==> config.mk <==
export PLATFORM = sky130hd
export DESIGN_NAME = tqvp_hx2003_pulse_receiver
export DESIGN_NICKNAME = d
export VERILOG_FILES = /design/src/rtl/tqvp_hx2003_pulse_receiver.sv
export SDC_FILE = /design/constraint.sdc
export NUM_CORES = 1
export LEC_CHECK = 0
export ABC_AREA = 0
export ABC_CLOCK_PERIOD_IN_PS = 4770
export BUFFER_PORTS_ARGS = -buffer_cell sky130_fd_sc_hd__buf_4
export CORE_MARGIN = 1
export CORE_UTILIZATION = 50
export DETAILED_ROUTE_END_ITERATION = 6
export GPL_ROUTABILITY_DRIVEN = 0
export PLACE_DENSITY = 0.68
export SKIP_CTS_REPAIR_TIMING = 1
export SYNTH_ARGS = -nofsm -noshare
export SYNTH_HDL_FRONTEND = slang
export SYNTH_SLANG_ARGS = --single-unit
==> constraint.sdc <==
create_clock -name clk -period 4.77 [get_ports clk]
set_input_delay 0.954 -clock clk [delete_from_list [all_inputs] [get_ports clk]]
set_output_delay 0.954 -clock clk [all_outputs]
set_load 0.005 [all_outputs]
==> src/rtl/tqvp_hx2003_pulse_receiver.sv <==
// ---------------------------------------------------------------------------
// tqvp_hx2003_pulse_receiver
//
// Pulse-width receiver. It measures how long each level of a two-level
// waveform is held. Each completed segment is decoded into a 2-bit symbol
// {level, long}, and 16 symbols are packed LSB-first into a 32-bit word.
// Completed words go into a small show-ahead FIFO.
//
// A frame starts on the first edge seen while idle. It ends when a segment
// stays idle for `timeout` duration ticks. At that point any partial word is
// flushed and frame_done pulses.
//
// Optional build macro:
//   PULSE_RECEIVER_GLITCH_FILTER_EN - a level change is accepted only after
//   the (inverted) input has been stable for 3 clocks. This adds 2 clocks of
//   edge latency.
//
// Parameters:
//   FIFO_DEPTH      number of 32-bit FIFO entries (power of 2, >= 2)
// Ports:
//   clk, rst        clock, synchronous active-high reset
//   en              enable; while low all state is held cleared
//   sig_in          synchronized waveform input
//   invert          invert sig_in before processing
//   prescaler       one duration tick every 2^prescaler clocks
//   threshold_low   low segments at/above this duration are "long"
//   threshold_high  high segments at/above this duration are "long"
//   timeout         idle duration that ends a frame (0 = never)
//   rd_en           pop FIFO head
//   rd_data         FIFO head word (0 when empty)
//   rd_valid        FIFO not empty
//   frame_done      one-cycle pulse at end of frame
//   frame_symbols   symbols in current/last frame, saturating at 127
//   overflow        sticky: a word was dropped on a full FIFO
// ---------------------------------------------------------------------------
module tqvp_hx2003_pulse_receiver #(
    parameter int FIFO_DEPTH = 4
) (
    input  logic        clk,
    input  logic        rst,
    input  logic        en,
    input  logic        sig_in,
    input  logic        invert,
    input  logic [3:0]  prescaler,
    input  logic [7:0]  threshold_low,
    input  logic [7:0]  threshold_high,
    input  logic [7:0]  timeout,
    input  logic        rd_en,
    output logic [31:0] rd_data,
    output logic        rd_valid,
    output logic        frame_done,
    output logic [6:0]  frame_symbols,
    output logic        overflow
);
    localparam int AW = $clog2(FIFO_DEPTH);

    typedef enum logic {S_IDLE, S_MEASURE} state_t;

    logic        w_clear;
    logic        w_raw;
    logic        w_level;
    logic        r_en_d;
    logic        r_prev_level;
    logic        w_edge;
    logic        w_restart;

    assign w_clear = rst | ~en;
    assign w_raw   = sig_in ^ invert;

    // ---------------- input conditioning ----------------
`ifdef PULSE_RECEIVER_GLITCH_FILTER_EN
    logic [1:0] r_hist;
    logic       r_filt;

    // The level follows the input only when this sample and the two before
    // it agree. Otherwise the last accepted level is held.
    assign w_level = (w_raw == r_hist[0] && w_raw == r_hist[1]) ? w_raw : r_filt;

    always_ff @(posedge clk) begin
        if (w_clear) begin
            r_hist <= 2'b00;
            r_filt <= 1'b0;
        end else begin
            r_hist <= {r_hist[0], w_raw};
            r_filt <= w_level;
        end
    end
`else
    assign w_level = w_raw;
`endif

    // r_en_d is low in the first enabled cycle. That cycle only loads the
    // previous-level register, so no spurious edge is seen on enable.
    assign w_edge    = r_en_d & (w_level != r_prev_level);
    assign w_restart = w_edge | ~r_en_d;

    always_ff @(posedge clk) begin
        if (w_clear) begin
            r_en_d       <= 1'b0;
            r_prev_level <= 1'b0;
        end else begin
            r_en_d       <= 1'b1;
            r_prev_level <= w_level;
        end
    end

    // ---------------- duration measurement ----------------
    // r_dur holds floor(clocks_held / 2^prescaler). The count includes the
    // edge cycle and excludes the current cycle. The prescaler is latched
    // at each edge, so mid-segment changes wait for the next edge.
    logic [14:0] r_pre_cnt;
    logic [7:0]  r_dur;
    logic [3:0]  r_presc;
    logic [3:0]  w_presc;
    logic [15:0] w_pre_inc;
    logic [7:0]  w_dur_base;
    logic        w_dur_tick;

    assign w_presc    = w_restart ? prescaler : r_presc;
    assign w_pre_inc  = {1'b0, (w_restart ? 15'd0 : r_pre_cnt)} + 16'd1;
    assign w_dur_base = w_restart ? 8'd0 : r_dur;
    assign w_dur_tick = (w_pre_inc == (16'd1 << w_presc));

    always_ff @(posedge clk) begin
        if (w_clear) begin
            r_pre_cnt <= '0;
            r_dur     <= '0;
            r_presc   <= '0;
        end else begin
            r_presc <= w_presc;
            if (w_dur_tick) begin
                r_pre_cnt <= '0;
                r_dur     <= (w_dur_base == 8'hFF) ? 8'hFF : w_dur_base + 8'd1;
            end else begin
                r_pre_cnt <= w_pre_inc[14:0];
                r_dur     <= w_dur_base;
            end
        end
    end

    // ---------------- frame FSM ----------------
    state_t r_state;
    state_t w_state_next;
    logic   w_start;
    logic   w_emit;
    logic   w_flush;
    logic   w_timeout_hit;

    assign w_timeout_hit = (timeout != 8'd0) && (r_dur >= timeout);

    always_ff @(posedge clk) begin
        if (w_clear) r_state <= S_IDLE;
        else         r_state <= w_state_next;
    end

    always_comb begin
        w_state_next = r_state;
        w_start      = 1'b0;
        w_emit       = 1'b0;
        w_flush      = 1'b0;
        case (r_state)
            S_IDLE: begin
                if (w_edge) begin
                    w_start      = 1'b1;
                    w_state_next = S_MEASURE;
                end
            end
            S_MEASURE: begin
                // An edge takes priority over a timeout in the same cycle.
                if (w_edge) begin
                    w_emit = 1'b1;
                end else if (w_timeout_hit) begin
                    w_flush      = 1'b1;
                    w_state_next = S_IDLE;
                end
            end
            default: w_state_next = S_IDLE;
        endcase
    end

    // ---------------- symbol packing ----------------
    logic [31:0] r_pack;
    logic [3:0]  r_fill;
    logic [6:0]  r_syms;
    logic        r_frame_done;
    logic [1:0]  w_sym;
    logic [31:0] w_pack_ins;
    logic        w_push;
    logic [31:0] w_push_data;

    assign w_sym = {r_prev_level, (r_dur >= (r_prev_level ? threshold_high : threshold_low))};

    // Pack the new symbol into slot r_fill. The other slots keep their values.
    for (genvar gi = 0; gi < 16; gi++) begin : g_slot
        assign w_pack_ins[2*gi+1:2*gi] = (r_fill == 4'(gi)) ? w_sym : r_pack[2*gi+1:2*gi];
    end

    assign w_push      = (w_emit && r_fill == 4'd15) || (w_flush && r_fill != 4'd0);
    assign w_push_data = w_flush ? r_pack : w_pack_ins;

    always_ff @(posedge clk) begin
        if (w_clear) begin
            r_pack       <= '0;
            r_fill       <= '0;
            r_syms       <= '0;
            r_frame_done <= 1'b0;
        end else begin
            r_frame_done <= w_flush;
            if (w_start) begin
                r_pack <= '0;
                r_fill <= '0;
                r_syms <= '0;
            end else if (w_emit) begin
                r_syms <= (r_syms == 7'd127) ? r_syms : r_syms + 7'd1;
                if (r_fill == 4'd15) begin
                    r_pack <= '0;
                    r_fill <= '0;
                end else begin
                    r_pack <= w_pack_ins;
                    r_fill <= r_fill + 4'd1;
                end
            end else if (w_flush) begin
                r_pack <= '0;
                r_fill <= '0;
            end
        end
    end

    // ---------------- show-ahead FIFO ----------------
    logic [31:0]   r_mem [FIFO_DEPTH];
    logic [AW-1:0] r_wr_ptr;
    logic [AW-1:0] r_rd_ptr;
    logic [AW:0]   r_count;
    logic          r_overflow;
    logic          w_pop;
    logic          w_room;
    logic          w_do_push;

    // A pop in the same cycle frees a slot for a push to a full FIFO.
    assign w_pop     = rd_en && (r_count != '0);
    assign w_room    = (r_count != (AW+1)'(FIFO_DEPTH)) || w_pop;
    assign w_do_push = w_push && w_room && !w_clear;

    always_ff @(posedge clk) begin
        if (w_do_push) r_mem[r_wr_ptr] <= w_push_data;
    end

    always_ff @(posedge clk) begin
        if (w_clear) begin
            r_wr_ptr   <= '0;
            r_rd_ptr   <= '0;
            r_count    <= '0;
            r_overflow <= 1'b0;
        end else begin
            if (w_do_push) r_wr_ptr <= r_wr_ptr + 1'b1;
            if (w_pop)     r_rd_ptr <= r_rd_ptr + 1'b1;
            if (w_do_push && !w_pop)      r_count <= r_count + 1'b1;
            else if (!w_do_push && w_pop) r_count <= r_count - 1'b1;
            if (w_push && !w_room) r_overflow <= 1'b1;
        end
    end

    assign rd_valid      = (r_count != '0);
    assign rd_data       = rd_valid ? r_mem[r_rd_ptr] : 32'd0;
    assign frame_done    = r_frame_done;
    assign frame_symbols = r_syms;
    assign overflow      = r_overflow;

endmodule
==> summary.md <==
| Metric | Value |
|---|---|
| Outcome | `complete, no violations` |
| Setup TNS | `0 ns` |
| Vias per cell | `5.64` |
| Num CTS Buffers | `22` |
| Clk Latency, worst-skew pair | `0.50 ns` |
| DRC | `0` |
| Placement Rows | `51` |
| Mux contribution to synthesized area | `12.2%` |
| Pint | `2.96 mW` |
| Vias after detailed routing | `6789` |
| Met1 WL | `10100 um` |
| Post-synthesis sequential area ratio | `54.4%` |
| Pwr Total | `3.74 mW` |
| Max FO, Critical Path | `11` |
| Met3 routed WL | `1060 um` |
| Crit path DAT | `4.07 ns` |
| Synth Area in Simple Gates | `15.4%` |
| Final Skew | `0.0169 ns` |
| CORE AREA | `19700 um^2` |
| Synth Register Bits | `212` |
| Placed Area | `10900 um^2` |
| Largest net degree at the start of global routing | `36` |
| Synth Area in Adders | `3.65%` |
| DR top layer | `met4` |
| Port Buffer Count | `75` |
| Ys Warns | `0` |
| Worst min-delay path class | `flop to flop` |
| DRT antenna net count | `0` |
| Power Dens Cells | `321 nW/um^2` |
| Initial antenna violation count | `0` |
| Period Utilization, post-route | `77.5%` |
| Io pins | `76` |
| CP max stage delay | `0.46 ns` |
| Fillers | `1587` |
| Layout cell share with drive strength beyond 1 | `22.0%` |
| Mapped Cells | `860` |
| Total track usage | `21.2%` |
| Clock Tree Buf Depth | `3` |
| DP HPWL | `13900 um` |
| Avg WL per Cell | `17.7 um` |
| Max-slew violations | `0` |
| Remaining Overflow, GRT | `0` |
| Mapped Area | `10200 um^2` |
| Net count after synthesis | `923` |
| Crit path required time | `5.14 ns` |
| Final non-filler cell area | `11700 um^2` |
| Crit path cell chain | `buf_4, xnor3_2, and3_1, ha_1, nand3_1, or3_1, o211a_2, a211oi_1, a221o_1, o2111ai_4, nor2_2, nor4bb_1, nor3_1` |
| Overall routed net length | `21300 um` |
| Syn-to-layout area delta | `14.8%` |
| Cell variety after synth | `71` |
| Largest family of logic cells by synthesized area | `simple AND/OR/NAND/NOR gates` |
| Crit Path Category | `input pin to flop` |
| Net Sw Frac | `21.0%` |
| Iteration-0 DRC Markers | `455` |
| Post-layout minimum cycle time | `3.69 ns` |
| Sequential share of power | `51.6%` |
| First-pass GRT wire length | `34400 um` |
| Final nets | `985` |
| Total die area | `20900 um^2` |
| Post-synthesis xor/xnor area fraction | `2.80%` |
| Clock root buffer | `clkbuf_16` |
| Tightest Pin Transition | `1.09 ns` |
| TritonCTS clock tree | `built` |
| Crit path launch type | `input pin` |
| Gate power share | `3.6%` |
| Pleak | `4.25 nW` |
| Mean Syn Cell Area | `11.8 um^2` |
| Max-slew headroom | `27.4%` |
| Worst setup EP type | `flop` |
| Die width | `145 um` |
| Reg clk slew, reported paths | `0.06 ns` |
| Die Y | `145 um` |
| Max frequency | `271 MHz` |
| Post-synth EDFFs | `128` |
| Number of global-route vias before repair | `6554` |
| Crit-path slowest cell | `nor2_2` |
| RSZ-0062 raised after global routing | `false` |
| Post-synth top flop | `edfxtp_1` |
| Clock Sinks | `212` |
| Share of flip-flops with an asynchronous set or reset | `0%` |
| Met2 wire length | `9780 um` |
| # diodes | `0` |
| Drt first pass iters | `5` |
| Clk pwr share | `44.8%` |
| H-tree Lvls | `1` |
| Max Cap Viol | `0` |
| Initial Util | `51.5%` |
| Final Util | `59.1%` |
| Sw Pwr | `786 uW` |
| Final Setup Violations | `0` |
| Final hold vios | `0` |
| Synth Area in Compound Gates | `8.39%` |
| Peak supply drop | `191 uV` |
## layer usage
metal	track usage (%)	vias up
li1	-	3314
met1	30.1	3260
met2	34.1	185
met3	3.28	30
met4	5.48	0
met5	0	-
## worst max-delay path: cells and delay by family
family,cells,cell delay [ns]
buf+inv,1,0.12
fa+ha+maj,1,0.23
simple gates,6,1.50
xor+xnor,1,0.38
compound gates,4,0.88
## layout make-up
type                            instances  area [um^2]  share of cell area (%)
Sequential cell                       212         5530                    47.4
Multi-Input combinational cell        572         4320                    37.1
Timing Repair Buffer                   88          661                    5.67
Clock buffer                           30          622                    5.33
Tap cell                              265          332                    2.84
Clock inverter                         10          101                   0.869
Inverter                               26         97.6                   0.837
## worst paths after layout
| check | to | slack (ns) | start | depth (start not counted) |
|---|---|---|---|---|
| worst max-delay path | r_dur[2] | 1.08 | invert | 13 |
| worst min-delay path | r_pack[30] | 0.43 | r_pack[30] | 2 |
| worst max register to register | r_count[2] | 1.23 | r_dur[0] | 16 |
| worst min register to register | r_pack[30] | 0.43 | r_pack[30] | 2 |
## power by group through the flow
stage	logic, mW	clock network (mW)	registers [mW]
final	0.133	1.68	1.93
after floorplan	0.0922	0	1.97
after detailed placement	0.132	0	1.97
after CTS	0.132	1.71	1.93
after global routing	0.148	1.79	1.93
after global placement	0.131	0	1.97
## sequential cells by signal (all words and copies together), names as in the netlist, named ones only
| register | count |
|---|---|
| r_count | 3 |
| frame_done | 1 |
| r_presc | 4 |
| r_wr_ptr | 2 |
| r_pack | 32 |
| r_prev_level | 1 |
| frame_symbols | 7 |
| r_rd_ptr | 2 |
| r_state | 1 |
| r_dur | 8 |
| r_pre_cnt | 15 |
| r_en_d | 1 |
| r_fill | 4 |
| overflow | 1 |
| r_mem | 128 |
## through the flow
stage          hold WS, ns  cells  worst slack (ns)
6_report             0.431   1203              1.08
5_1_grt              0.447   1203             0.821
4_1_cts              0.435   1203              1.13
3_5_place_dp         0.420   1163             0.620
3_3_place_gp         0.412   1163             0.712
2_1_floorplan        0.406    860              1.13
## cells in the final DEF, fill, tap and decap left out, drive strengths merged, types with 8 or more instances in the layout
cell and n:
a21oi 36, buf 88, or3 8, nor3 21
o32ai 14, mux2i 12, nand4 20, and2 36
mux4 32, nor2 71, nand2b 10, nand2 80
o21ai 28, nor4 10, xnor2 11, nand3 24
ha 28, xor2 16, a21o 12, and3 11
mux2 35, clkbuf 30, edfxtp 128, dfxtp 84
inv 27
## cell families (layout without fill, tap and decap cells)
family,Yosys count,count (layout)
AOI/OAI and AO/OA,124,124
xor gates and xnor gates,29,29
adders and majority gates,29,29
and+or+nand+nor,311,311
DFF,212,212
muxes,79,79
buffers and inverters,76,154
## synth_stat cells, types with 3 or more instances
master / n / area (um^2)
edfxtp_1: 128 / 3840
dfxtp_1: 84 / 1680
nand2_1: 79 / 297
nor2_1: 70 / 263
a21oi_1: 36 / 180
and2_1: 36 / 225
clkbuf_1: 34 / 128
mux2_2: 33 / 372
mux4_2: 32 / 721
ha_1: 28 / 350
inv_1: 26 / 97.6
nand3_1: 24 / 120
o21ai_0: 24 / 120
nor3_1: 21 / 105
nand4_1: 19 / 119
xor2_1: 16 / 140
o32ai_1: 14 / 123
a21o_1: 12 / 90.1
mux2i_1: 12 / 120
and3_1: 11 / 68.8
xnor2_1: 11 / 96.3
nand2b_1: 10 / 62.6
buf_1: 8 / 30.0
nor4_1: 8 / 50.1
or3_1: 8 / 50.1
nor3b_1: 5 / 37.5
buf_6: 4 / 45.0
o211ai_1: 4 / 30.0
o21ai_1: 4 / 20.0
a211oi_1: 3 / 22.5
buf_2: 3 / 15.0
nand3b_1: 3 / 22.5
nor2b_1: 3 / 18.8
o31ai_1: 3 / 22.5
No activity file was read; power rests on OpenSTA's default activity.
